## config.mk

```make
export PLATFORM = sky130hd
export DESIGN_NAME = unidade_busca
export DESIGN_NICKNAME = d
export VERILOG_FILES = /design/src/rtl/unidade_busca.sv
export SDC_FILE = /design/constraint.sdc
export NUM_CORES = 1
export LEC_CHECK = 0
export BUFFER_PORTS_ARGS = -buffer_cell sky130_fd_sc_hd__clkbuf_2
export CAP_MARGIN = 25
export CORE_MARGIN = 8
export CORE_UTILIZATION = 30
export DETAILED_ROUTE_END_ITERATION = 6
export PLACE_DENSITY = 0.48
export SYNTH_ARGS = -nofsm -noshare
export SYNTH_HDL_FRONTEND = slang
export SYNTH_SLANG_ARGS = --single-unit
```

## constraint.sdc

```tcl
create_clock -name clock -period 5.95 [get_ports clock]
set_input_delay 0.8925 -clock clock [delete_from_list [all_inputs] [get_ports clock]]
set_output_delay 0.8925 -clock clock [all_outputs]
set_load 0.005 [all_outputs]
```

## src/rtl/unidade_busca.sv

```systemverilog
// ----------------------------------------------------------------------------
// unidade_busca -- fetch-stage program counter
//
// Produces one word address per cycle for the instruction memory, follows
// BNE redirects from execute, holds on stall requests, and stops once the
// loaded program is exhausted or a branch lands outside it.
//
// Parameters:
//   PROG_LEN    number of instruction words loaded (valid addresses 0..PROG_LEN-1)
//   PC_INICIAL  first fetch address after reset (must be < PROG_LEN)
//
// Ports:
//   clock           system clock, rising edge
//   reset           synchronous, active-high reset
//   pausa           stall request: hold the current address
//   desvio          single-cycle branch-taken pulse
//   pc_desvio       address of the branching instruction
//   desvio_offset   signed branch offset in words
//   endereco        registered fetch address
//   endereco_valido endereco is a live fetch this cycle
//   fim             program ran past its last word (sticky)
//   erro            branch target out of range (sticky)
//   estado          FSM state, for debug
//   contador_instr  accepted-fetch count, saturating; present only when
//                   BUSCA_CONTADOR_EN is defined
// ----------------------------------------------------------------------------
module unidade_busca #(
  parameter int unsigned PROG_LEN   = 3,
  parameter int unsigned PC_INICIAL = 0
) (
  input  logic        clock,
  input  logic        reset,
  input  logic        pausa,
  input  logic        desvio,
  input  logic [31:0] pc_desvio,
  input  logic [11:0] desvio_offset,
  output logic [31:0] endereco,
  output logic        endereco_valido,
  output logic        fim,
  output logic        erro,
  output logic [1:0]  estado
`ifdef BUSCA_CONTADOR_EN
  ,
  output logic [31:0] contador_instr
`endif
);

  typedef enum logic [1:0] {
    INICIO  = 2'b00,
    BUSCA   = 2'b01,
    PAUSADO = 2'b10,
    FIM     = 2'b11
  } estado_t;

  localparam logic [31:0] LIMITE  = 32'(PROG_LEN);
  localparam logic [31:0] ULTIMO  = 32'(PROG_LEN - 1);
  localparam logic [31:0] PC_ZERO = 32'(PC_INICIAL);

  estado_t     estado_q, estado_d;
  logic [31:0] endereco_d;
  logic        valido_d;
  logic        fim_d;
  logic        erro_d;

  // Branch target wraps mod 2^32, so a negative result is a huge unsigned
  // value and fails the single unsigned range compare.
  logic [31:0] alvo;
  logic        alvo_ok;

  assign alvo    = pc_desvio + {{20{desvio_offset[11]}}, desvio_offset};
  assign alvo_ok = (alvo < LIMITE);
  assign estado  = estado_q;

  // NOTE: every signal driven here gets a default first, so no path leaves
  // it unassigned and no latch is inferred.
  always_comb begin
    estado_d   = estado_q;
    endereco_d = endereco;
    valido_d   = endereco_valido;
    fim_d      = fim;
    erro_d     = erro;

    unique case (estado_q)
      INICIO: begin
        estado_d = BUSCA;
        valido_d = 1'b1;
      end

      BUSCA, PAUSADO: begin
        if (desvio) begin
          // Branch outranks stall; a legal redirect may still land in PAUSADO.
          if (alvo_ok) begin
            endereco_d = alvo;
            estado_d   = pausa ? PAUSADO : BUSCA;
            valido_d   = !pausa;
          end else begin
            estado_d = FIM;
            erro_d   = 1'b1;
            valido_d = 1'b0;
          end
        end else if (pausa) begin
          estado_d = PAUSADO;
          valido_d = 1'b0;
        end else if (estado_q == PAUSADO) begin
          // Leaving a stall replays the held address instead of advancing.
          estado_d = BUSCA;
          valido_d = 1'b1;
        end else if (endereco == ULTIMO) begin
          estado_d = FIM;
          fim_d    = 1'b1;
          valido_d = 1'b0;
        end else begin
          endereco_d = endereco + 32'd1;
          valido_d   = 1'b1;
        end
      end

      FIM: begin
        // Frozen until reset: defaults already hold everything.
      end

      default: estado_d = INICIO;
    endcase
  end

  // NOTE: sequential state uses non-blocking assignments so every register
  // samples the pre-edge values, independent of statement order.
  always_ff @(posedge clock) begin
    if (reset) begin
      estado_q        <= INICIO;
      endereco        <= PC_ZERO;
      endereco_valido <= 1'b0;
      fim             <= 1'b0;
      erro            <= 1'b0;
    end else begin
      estado_q        <= estado_d;
      endereco        <= endereco_d;
      endereco_valido <= valido_d;
      fim             <= fim_d;
      erro            <= erro_d;
    end
  end

`ifdef BUSCA_CONTADOR_EN
  // An accepted fetch is a valid address in BUSCA that is neither stalled
  // nor discarded by a redirect on this edge.
  logic aceita;
  assign aceita = (estado_q == BUSCA) && endereco_valido && !pausa && !desvio;

  always_ff @(posedge clock) begin
    if (reset) begin
      contador_instr <= 32'd0;
    end else if (aceita && (contador_instr != 32'hFFFF_FFFF)) begin
      contador_instr <= contador_instr + 32'd1;
    end
  end
`endif

endmodule

```

Word level (Yosys, flattened, before mapping)
Cells that the tools add are included.
Word-level totals
  memories: 0
  memory bits (writable): 0
  register bits after elaboration: 37
  logic and storage cells: 46
  ROM bits: 0
  output and inout port bits: 37
  latch bits: 0
Cells by class
  multiply operators: 0
  divide/modulo/power cells: 0
  equal/unequal tests: 8
  bitwise operators: 4
  $lt $le $gt $ge: 1
  add/subtract/negate cells: 2
  reductions and logical operators: 8
  shifts and indexed selects: 0
  muxes and demuxes: 18
Operator list (number)
  $mux 32: 5
  $add 32x1->32 const B: 1
  $add 32x32->32: 1
  $eq 32x2->1 const B: 1
  $lt 32x2->1 const B: 1
  $mux 2: 6
  $reduce_and 5->1: 2
  $mux 1: 5
  $ne 5x5->1 const B: 1
  $ne 2x1->1 const B: 2
  $ne 2x2->1 const B: 2
  $not 1->1: 4
  $pmux 2 s2: 1
  $reduce_and 3->1: 1
  $eq 2x1->1 const B: 1
  $eq 2x2->1 const B: 1
  $logic_not 2->1: 1
  $pmux 1 s2: 1
  $reduce_and 2->1: 1
  $reduce_bool 2->1: 1
  $reduce_or 2->1: 1
  $logic_not 1->1: 1

Longest topological paths before layout
  depth after elaboration: 6
  depth in mapped cells: 13
  depth with buffers taken out: 12

Worst setup path before layout
Ideal clock, no wire load.
  path kind: in2reg
  start: input port pc_desvio[0]
  end: register endereco[28]
  arrival time: 3.961 ns
  buffers on the path: 0
  setup slack: 1.931 ns
  stages: 12
  path through: ha_1 fa_1 a211oi_2 o21a_1 nor3_1 or4_1 a221oi_1 and4_1 nand4_4 o31ai_4 nor4b_2 o21a_1
Between the ends
  longest elaborated chain between the ends: 4
Ends and longest elaborated chain
  from (decl): RTL line 35  | input logic [31:0] pc_desvio,
  $add 32x32->32 (*): RTL line 70  | assign alvo = pc_desvio + {{20{desvio_offset[11]}}, desvio_offset};
  $lt 32x2->1: RTL line 71  | assign alvo_ok = (alvo < LIMITE);
  $ne 2x1->1 (no source line)
  $reduce_and 5->1 (no source line)
  to (signal assigned): RTL line 137  | endereco <= endereco_d;
  to (decl): RTL line 37  | output logic [31:0] endereco,
Every way passes the cells marked *; elsewhere a longest branch is shown, timed or not. The select of a mux whose other input is x is not followed.
A chain may end at the register's enable or synchronous reset.

Final worst setup path
  start: input port desvio_offset[11]
  end: register endereco[28]
Between the ends
  longest elaborated chain between the ends: 4
Ends and longest elaborated chain
  from (decl): RTL line 36  | input logic [11:0] desvio_offset,
  $add 32x32->32 (*): RTL line 70
  $lt 32x2->1: RTL line 71
  $ne 2x1->1 (no source line)
  $reduce_and 5->1 (no source line)
Marks and branches as above.

==> impl_results.md <==
- Outcome: completed
- YS warnings: 0
- Clk buf depth: 2
- Die Y: 139 microns
- Wirelength per Cell: a little under 20 microns
- Largest net degree at the start of global routing: between 50 and 60
- Syn Area/Cell: 7.35 sq um
- Sw Share: between 40% and 50%
- PortBufs: 84
- CP cell instances: clkbuf_2 > ha_1 > a21oi_1 > o21ai_1 > or2_1 > o211a_1 > or3_1 > a211oi_1 > nand4_4 > o31ai_4 > nor4b_2 > o21a_1
- Critical Path AT: between 5 and 6 ns
- Power Dens Cells: about 220 nW/um^2
- Sequential cell fraction of total power: roughly a quarter
- Detail Placement HPWL: roughly 13000 microns
- Setup crit end kind: register
- Crit path buf inv count: 1
- Core Area: roughly 15000 sq um
- Max Freq: about 0.21 GHz
- 1st-iter DRT viols: around 400
- Nets: 762
- CTS root buf: clkbuf_16
- # setup viols final: 0
- TritonCTS clock tree: done
- Post-synthesis sequential area ratio: between 10% and 20%
- Worst Hold Class: register to register
- Pre-Repair DR Iteration Count: 5
- Setup bufs post-CTS: 0
- Die outline width: 139 microns
- Final WS setup: 1.17 ns
- Worst path max stage delay: about 0.79 ns
- Ant. Diodes: 0
- Crit path max-delay family: compound AO/OA/AOI/OAI gates
- Synth cell types: just over 80
- Post-DR vias/cell: about 6.0
- Tcrit/Tclk final: between 80% and 90%
- MaxCap Viol Count: 0
- CTS buffer count: 5
- Rel. slew slack: about 25%
- CTS Hold Bufs: 0
- Internal power: between 0.6 and 0.7 mW
- Peak fanout along the critical path: 21
- Vias in the first global route: 5040
- Total die area: ~19000 sq um
- Vias post-DR: about 5200
- IO Pins: 85
- Synthesized instance count: 617
- Row Count: 45
- CTS clk-pin slew, worst paths: ~0.06 ns
- Syn-to-layout area delta: 14.7%
- Clock latency at the later pin of the worst-skew pair: 0.28 ns
- Crit-path slowest cell: o31ai_4
- Reg2Reg Setup Slack: around 2.4 ns
- Asr flop ratio synth: 0%
- CP Class: input port to register
- Overflow after GRT: 0
- Pre-CTS WS: between 0.9 and 1 ns
- Post-DRT Antenna Nets: 0
- Final Hold Vio Count: 0
- RSZ-0062 raised after global routing: false
- Number of flops mapped to enable cells by yosys: 0
- Tmin final: around 4.8 ns
- Max Slew Vio Count: 0
- Mapped Nets: between 700 and 800
- GRT Overall Usage: 16.7%
- Maximum VDD drop: between 0.00009 and 0.0001 V
- Most used DFF post-synth: dfxtp_1
- Cts repair resizes: 0
- Fill cell count: between 1500 and 2000
- Critical Path Source Type: input port
- Fin Clk Skew: ~0.0035 ns
- Pleak: about 2.1 nW
- Sink Count: 37
- Share of post-route cells with drive strength above 1: 18.3%
- DRT Wirelength: roughly 17000 microns
- Critical path required time: between 6 and 7 ns
- Mapped cell area: roughly 4500 sq um
- Initial core utilization: between 30 and 40%
- GP Congestion: around 0.89
- Initial antenna violation count: 0
- Least-Margin Pin Slew: about 1.1 ns
- H-tree Lvls: 2
- First-pass GRT wire length: 26800 microns
- Logic gate share of total power: about half
- DRC Markers: 0
- Clock network fraction of total power: 24.4%
- Setup TNS: 0 ns
- Net load switching power: about 0.50 mW
- #FFs+latches synth: 37
[cells in the final DEF, fill, tap and decap left out, types with 4 or more instances in the layout]
| cell | netlist | final |
|---|---|---|
| a211oi_1 | 11 | 11 |
| a21o_1 | 17 | 17 |
| a21oi_1 | 52 | 52 |
| a21oi_2 | 4 | 4 |
| a221oi_1 | 6 | 6 |
| a22oi_1 | 8 | 8 |
| a311oi_1 | 4 | 4 |
| a31oi_1 | 4 | 4 |
| and2_1 | 5 | 5 |
| and3_1 | 12 | 12 |
| clkbuf_16 | 0 | 5 |
| clkbuf_2 | 1 | 84 |
| dfxtp_1 | 37 | 37 |
| ha_1 | 36 | 36 |
| inv_1 | 14 | 14 |
| nand2_1 | 64 | 64 |
| nand3_1 | 17 | 17 |
| nand4_1 | 21 | 21 |
| nor2_1 | 51 | 51 |
| nor3_1 | 21 | 21 |
| nor3b_1 | 6 | 6 |
| nor4_1 | 11 | 11 |
| o211a_1 | 6 | 6 |
| o211ai_1 | 10 | 10 |
| o21a_1 | 12 | 12 |
| o21ai_0 | 29 | 29 |
| o21ai_1 | 5 | 5 |
| o221a_2 | 5 | 5 |
| o22ai_1 | 4 | 4 |
| o2bb2ai_1 | 5 | 5 |
| o311a_1 | 4 | 4 |
| o31ai_1 | 6 | 6 |
| or3_1 | 12 | 12 |
| xnor2_1 | 8 | 8 |
| xor2_1 | 7 | 7 |
[path summary, 6_finish.rpt]
check | start | cells past startpoint | endpoint
max | desvio_offset[11] | 12 | endereco[28]
min | erro | 1 | erro
max reg2reg | endereco[0] | 10 | endereco[31]
min reg2reg | erro | 1 | erro
[routing by layer]
metal	GRT usage, %	part of all wire, %
met1	21.4	45
met2	27.7	46
met3	2.86	5.6
met4	5.78	3.0
met5	0	0
[cells by family (layout without fill, tap and decap cells)]
logic type / count (synthesis) / after routing / synth area share (%)
AO/OA/AOI/OAI: 231 / 231 / 36.9
XOR/XNOR: 15 / 15 / 2.90
buffers and inverters: 49 / 110 / 4.97
adder cells (fa/ha/maj): 37 / 37 / 10.4
multiplexers: 1 / 1 / 0.248
flip-flops: 37 / 37 / 16.3
AND/OR/NAND/NOR: 247 / 247 / 28.3
[state kept, by name, summed over array words and instances, names as in the netlist]
register         count
endereco            32
endereco_valido      1
erro                 1
estado               2
fim                  1
[power groups by stage]
stage	combinational [mW]	clock, mW	sequential [mW]
finish	0.564	0.282	0.309
global route	0.627	0.293	0.315
CTS	0.563	0.285	0.308
detailed placement	0.560	0	0.314
global placement	0.555	0	0.313
floorplan	0.389	0	0.306
[cell usage after synthesis, drive strengths merged (5+ instances only)]
master / count / area share [%]
nand3: 18 / 2.3
a22oi: 8 / 1.3
dfxtp: 37 / 16
clkbuf: 15 / 1.3
o31ai: 7 / 1.5
nor2: 52 / 4.4
xor2: 7 / 1.4
a221oi: 6 / 1.2
xnor2: 8 / 1.5
o211a: 6 / 1.3
nor3: 21 / 2.3
a31oi: 5 / 0.83
nand2: 64 / 5.3
a211oi: 12 / 2.1
o2bb2ai: 5 / 0.97
or2: 5 / 0.69
and3: 12 / 1.7
nor4: 11 / 1.5
inv: 14 / 1.2
or3: 12 / 1.7
o21ai: 34 / 3.8
ha: 36 / 9.9
o211ai: 10 / 1.7
and2: 5 / 0.69
buf: 19 / 2.5
nor3b: 6 / 0.99
o221a: 6 / 1.7
a21oi: 56 / 6.5
o21a: 12 / 2.0
a21o: 17 / 2.8
nand4: 23 / 3.6
[cell type report]
type	count	area (sq um)	share of cell area [%]
multi-input combinational	531	3570	68.6
sequential	37	741	14.2
timing repair buffer	87	443	8.51
tap	188	235	4.52
clock buffer	7	153	2.93
inverter	15	56.3	1.08
clock inverter	1	5.00	0.0962
[per-stage QoR]
step | utilization [%] | instances | area (sq um) | power, mW | hold slack, ns
2_1_floorplan | - | 617 | 4540 | 0.695 | 0.460
3_3_place_gp | 33.7 | 858 | 5040 | 0.868 | 0.455
3_5_place_dp | 33.7 | 858 | 5040 | 0.873 | 0.463
4_1_cts | 34.7 | 866 | 5200 | 1.16 | 0.477
5_1_grt | 34.7 | 866 | 5200 | 1.24 | 0.512
6_report | 34.7 | 866 | 5200 | 1.15 | 0.471
No activity file was read; power rests on OpenSTA's default activity.
